==> src/rtl/mips_pkg.sv <==
// Shared MIPS datapath constants and types for the register file and its bench.
package mips_pkg;

  localparam int unsigned DATA_W   = 32;
  localparam int unsigned ADDR_W   = 5;
  localparam int unsigned NUM_REGS = 32;

  // Architectural register names used by software conventions
  localparam logic [4:0] REG_ZERO = 5'd0;
  localparam logic [4:0] REG_SP   = 5'd29;
  localparam logic [4:0] REG_RA   = 5'd31;

  typedef logic [31:0] word_t;
  typedef logic [4:0]  reg_idx_t;

  // True for the hardwired-zero register
  function automatic logic is_zero_reg(input reg_idx_t idx);
    return idx == REG_ZERO;
  endfunction

endpackage

==> src/rtl/rf_read_port.sv <==
// One combinational register-file read port: index -> data with the $0 mask.
// Build option: REGFILE_BYPASS_EN makes the port write-first (forwards the
// in-flight write-back value when the indices match).
module rf_read_port
  import mips_pkg::*;
#(
  parameter int unsigned DATA_W = mips_pkg::DATA_W,
  parameter int unsigned ADDR_W = mips_pkg::ADDR_W
) (
  input  logic              rst,
  input  logic [ADDR_W-1:0] rd_idx,
  input  logic [DATA_W-1:0] regs [2**ADDR_W],
  input  logic              reg_write,
  input  logic [ADDR_W-1:0] write_reg,
  input  logic [DATA_W-1:0] write_data,
  output logic [DATA_W-1:0] rd_data
);

  logic idx_is_zero;

  assign idx_is_zero = (rd_idx == ADDR_W'(REG_ZERO));

`ifndef REGFILE_BYPASS_EN
  // Write-side inputs only matter when forwarding is built in
  logic unused_wr_side;
  assign unused_wr_side = ^{reg_write, write_reg, write_data};
`endif

  // Select stored value, optionally forward the write, then force 0 for $0 and reset
  always_comb begin
    rd_data = regs[rd_idx];
`ifdef REGFILE_BYPASS_EN
    // reg_write is tested first so an X index on an idle write side cannot leak through
    if (reg_write && (rd_idx == write_reg)) begin
      rd_data = write_data;
    end
`endif
    if (rst || idx_is_zero) begin
      rd_data = '0;
    end
  end

endmodule

==> src/rtl/reg_file.sv <==
// 32 x 32-bit MIPS general-purpose register file: two operand read ports,
// one synchronous write port, one never-bypassed debug read port.
// Build option: REGFILE_BYPASS_EN (write-first operand reads).
module reg_file
  import mips_pkg::*;
#(
  parameter int unsigned DATA_W = mips_pkg::DATA_W,
  parameter int unsigned ADDR_W = mips_pkg::ADDR_W
) (
  input  logic              clk,
  input  logic              rst,
  input  logic              reg_write,
  input  logic [ADDR_W-1:0] write_reg,
  input  logic [DATA_W-1:0] write_data,
  input  logic [ADDR_W-1:0] read_reg1,
  input  logic [ADDR_W-1:0] read_reg2,
  output logic [DATA_W-1:0] read_data1,
  output logic [DATA_W-1:0] read_data2,
  input  logic [ADDR_W-1:0] dbg_reg,
  output logic [DATA_W-1:0] dbg_data
);

  localparam int unsigned NumEntries = 2**ADDR_W;

  logic [DATA_W-1:0] regs_q [NumEntries];
  logic              wr_en;

  // $0 is never written, so its storage stays at its reset value of zero
  assign wr_en = reg_write && (write_reg != ADDR_W'(REG_ZERO));

  // Storage: async clear on reset, single write per rising edge
  always_ff @(posedge clk or posedge rst) begin
    if (rst) begin
      for (int i = 0; i < NumEntries; i++) begin
        regs_q[i] <= '0;
      end
    end else if (wr_en) begin
      regs_q[write_reg] <= write_data;
    end
  end

  rf_read_port #(
    .DATA_W(DATA_W),
    .ADDR_W(ADDR_W)
  ) u_rd1 (
    .rst       (rst),
    .rd_idx    (read_reg1),
    .regs      (regs_q),
    .reg_write (reg_write),
    .write_reg (write_reg),
    .write_data(write_data),
    .rd_data   (read_data1)
  );

  rf_read_port #(
    .DATA_W(DATA_W),
    .ADDR_W(ADDR_W)
  ) u_rd2 (
    .rst       (rst),
    .rd_idx    (read_reg2),
    .regs      (regs_q),
    .reg_write (reg_write),
    .write_reg (write_reg),
    .write_data(write_data),
    .rd_data   (read_data2)
  );

  // Debug view always shows committed state, so its forwarding path is tied off
  rf_read_port #(
    .DATA_W(DATA_W),
    .ADDR_W(ADDR_W)
  ) u_dbg (
    .rst       (rst),
    .rd_idx    (dbg_reg),
    .regs      (regs_q),
    .reg_write (1'b0),
    .write_reg ({ADDR_W{1'b0}}),
    .write_data({DATA_W{1'b0}}),
    .rd_data   (dbg_data)
  );

endmodule

==> config.mk <==
export PLATFORM = sky130hd
export DESIGN_NAME = reg_file
export DESIGN_NICKNAME = d
export VERILOG_FILES = /design/src/rtl/mips_pkg.sv /design/src/rtl/rf_read_port.sv /design/src/rtl/reg_file.sv
export SDC_FILE = /design/constraint.sdc
export NUM_CORES = 2
export LEC_CHECK = 0
export ABC_AREA = 1
export CAP_MARGIN = 20
export CELL_PAD_IN_SITES_DETAIL_PLACEMENT = 0
export CELL_PAD_IN_SITES_GLOBAL_PLACEMENT = 1
export CORE_MARGIN = 10
export CORE_UTILIZATION = 33
export CTS_CLUSTER_DIAMETER = 150
export CTS_CLUSTER_SIZE = 20
export DETAILED_ROUTE_END_ITERATION = 10
export PLACE_DENSITY_LB_ADDON = 0.1
export SLEW_MARGIN = 20
export SYNTH_ARGS = -nofsm -noshare
export SYNTH_HDL_FRONTEND = slang
export SYNTH_HIERARCHICAL = 1
export SYNTH_SLANG_ARGS = --single-unit
==> constraint.sdc <==
create_clock -name clk -period 75.1 [get_ports clk]
set_clock_uncertainty 0.05 [all_clocks]
set_input_delay 22.53 -clock clk [delete_from_list [all_inputs] [get_ports clk]]
set_output_delay 22.53 -clock clk [all_outputs]
set_load 0.005 [all_outputs]
==> results.py <==
metrics = {
    "floorplanning": {
        "ioPinCount": 151,
        "die_area_um2": 229000,
        "die_h_um": 479,
        "fp.dieW_um": 479,
        "floorplan.initialDensity": 0.332,
        "core_um2": 210000,
        "rows": 168,
    },
    "final_layout": {
        "layout.nets": 11100,
        "fillers": 23000,
        "largest_reg_flops": 1024,
        "stdcell_count": 13900,
        "top_register": "regs_q",
        "multiInputGateArea_um2": 39500,
        "regArea_um2": 25600,
        "drive_above_1_share": 0.0358,
        "syn_to_final_growth_pct": 5.95,
        "top_regs": "regs_q (1024)",
    },
    "clock_network": {
        "cts_hold_buf": 0,
        "cts_max_path_buffers": 3,
        "clk_pin_slew_worst_paths_ns": 0.10,
        "cts_made_buffers": 57,
        "cts-htree-levels": 2,
        "cts.sinks": 1024,
        "cts_setup_buffers": 0,
        "cts_tree": "done",
        "cts_resized": 0,
        "clkLatencyLatePin_ns": 0.81,
        "root_buffer": "clkbuf_16",
    },
    "global_route": {
        "antenna_found_initial": 37,
        "grt_pass1_wl_um": 591000,
        "grt.overflow.total": 0,
        "first_global_vias": 73800,
        "groute.usage.overall": 0.352,
        "grt_max_degree": 156,
    },
    "power_and_ir_drop": {
        "irDropWorstVdd_uv": 21.9,
        "internal_power_uw": 929,
        "leakagePower_nw": 37.6,
        "switching_share": 0.407,
        "p_switching_uw": 639,
        "power_frac_clock": 0.230,
        "combinationalPowerShare": 0.282,
        "total_power_mw": 1.57,
        "p_per_area_nw_per_um2": 21.3,
        "seqPwrFrac": 0.488,
    },
    "detailed_routing": {
        "ant_nets": 0,
        "wl_per_cell_um": 30.5,
        "wl_um": 423000,
        "viasPerCell": 5.80,
        "drc": 0,
        "drt_first_pass_iters": 8,
        "num_vias": 80600,
        "drtIter0Drc": 11700,
    },
    "critical_path": {
        "required_ns": 52.52,
        "critPathMaxStageDelay_ns": 0.82,
        "crit_fanout": 103,
        "cp_slowest_cell": "a21oi_1",
        "cp_data_arrival_time_ns": 27.56,
        "startpoint_type": "input pin",
        "path_class": "input pin to output port",
        "path_cells": "buf_8, inv_16, buf_4, buf_4, buf_4, nand2_1, nand3_1, nand3_1, nand2_1, nand3_1, a21oi_1, clkdlybuf4s50_1",
        "cp-end-kind": "output port",
    },
    "timing": {
        "min_period_ns": 50.14,
        "hold_viol": 0,
        "fin_setup_tns_ns": 0,
        "max_freq_mhz": 19.9,
        "finalMaxSlewViolations": 0,
        "finalCritPeriodShare": 0.668,
        "rsz0062_at_grt": "no",
        "worstMarginPinSlew_ns": 1.26,
        "setup_violations": 0,
        "max_slew_margin": 0.157,
        "fin_hold_ws_ns": 0.386,
    },
    "logic_synthesis": {
        "synth_nets": 11700,
        "synth_cells": 11600,
        "syn_avg_cell_area_um2": 5.98,
        "synth_warnings": 6,
        "netlist_area_um2": 69500,
    },
    "run": {
        "drv_cap": 0,
    },
    "placed_design": {
        "dp_hpwl_um": 232000,
        "placedCellCount": 13800,
        "place_congestion": 0.891,
        "portBuffers": 150,
    },
    "outcome": {
        "status": "finished clean",
    },
    "worst_hold_path": {
        "hold_path.class": "register to register",
    },
}
## critical path: cells and delay by family
kind	cells	cell delay [ns]
compound gates	1	0.82
buf+inv	6	3.31
simple gates	5	0.56
## metrics by stage
stage	instance area, um^2	util	setup slack [ns]
6_report	73700	0.351	24.96
4_1_cts	73600	0.351	25.18
5_1_grt	73600	0.351	24.94
2_1_floorplan	69500	-	23.70
3_5_place_dp	72100	0.344	25.21
3_3_place_gp	72100	0.344	25.18
## final timing paths
kind / start / endpoint / slack [ns] / depth (start not counted)
min in group asynchronous: rst / regs_q[120] / 22.68 / 2
worst max register to register: regs_q[27] / regs_q[27] / 74.29 / 2
worst min-delay path: regs_q[1004] / regs_q[1004] / 0.39 / 0
worst min register to register: regs_q[1004] / regs_q[1004] / 0.39 / 0
max in group asynchronous: rst / regs_q[13] / 49.05 / 5
worst max-delay path: read_reg1[0] / read_data1[2] / 24.96 / 12
## per-layer routing
metal,track usage,part of all wire,vias up
met5,0,0.00022,-
met4,0.172,0.058,16
met3,0.0747,0.11,1049
met2,0.530,0.42,5205
met1,0.479,0.41,38900
li1,-,-,35400
## power by group through the flow
stage	sequential [mW]	combinational, mW	clock [mW]
2_1_floorplan	0.739	0.296	0
3_3_place_gp	0.771	0.425	0
3_5_place_dp	0.772	0.430	0
4_1_cts	0.762	0.431	0.366
5_1_grt	0.781	0.489	0.382
6_report	0.766	0.441	0.361
## area by class of cell
cell class,instances,share of cell area
flip-flops and latches,1024,0.348
clock buffers,59,0.0200
clock inverters,2,0.000340
multi-input cells,9591,0.536
repair buffers,375,0.0453
diodes,8,0.000272
well taps,2805,0.0477
inverters,26,0.00267
## cell usage in the layout (no fill, tap or decap), types with 6 or more instances in the layout
cell                n
nand2_1          6950
clkdlybuf4s50_1   131
clkbuf_16          59
clkbuf_8            6
nand3_1          1995
buf_4             216
buf_2               7
a21oi_1           480
nand2_2            30
inv_2              10
diode_2             8
dfrtp_1          1024
nor2_1             97
buf_12             12
nor2_4             32
(Power assumes the default switching activity.)
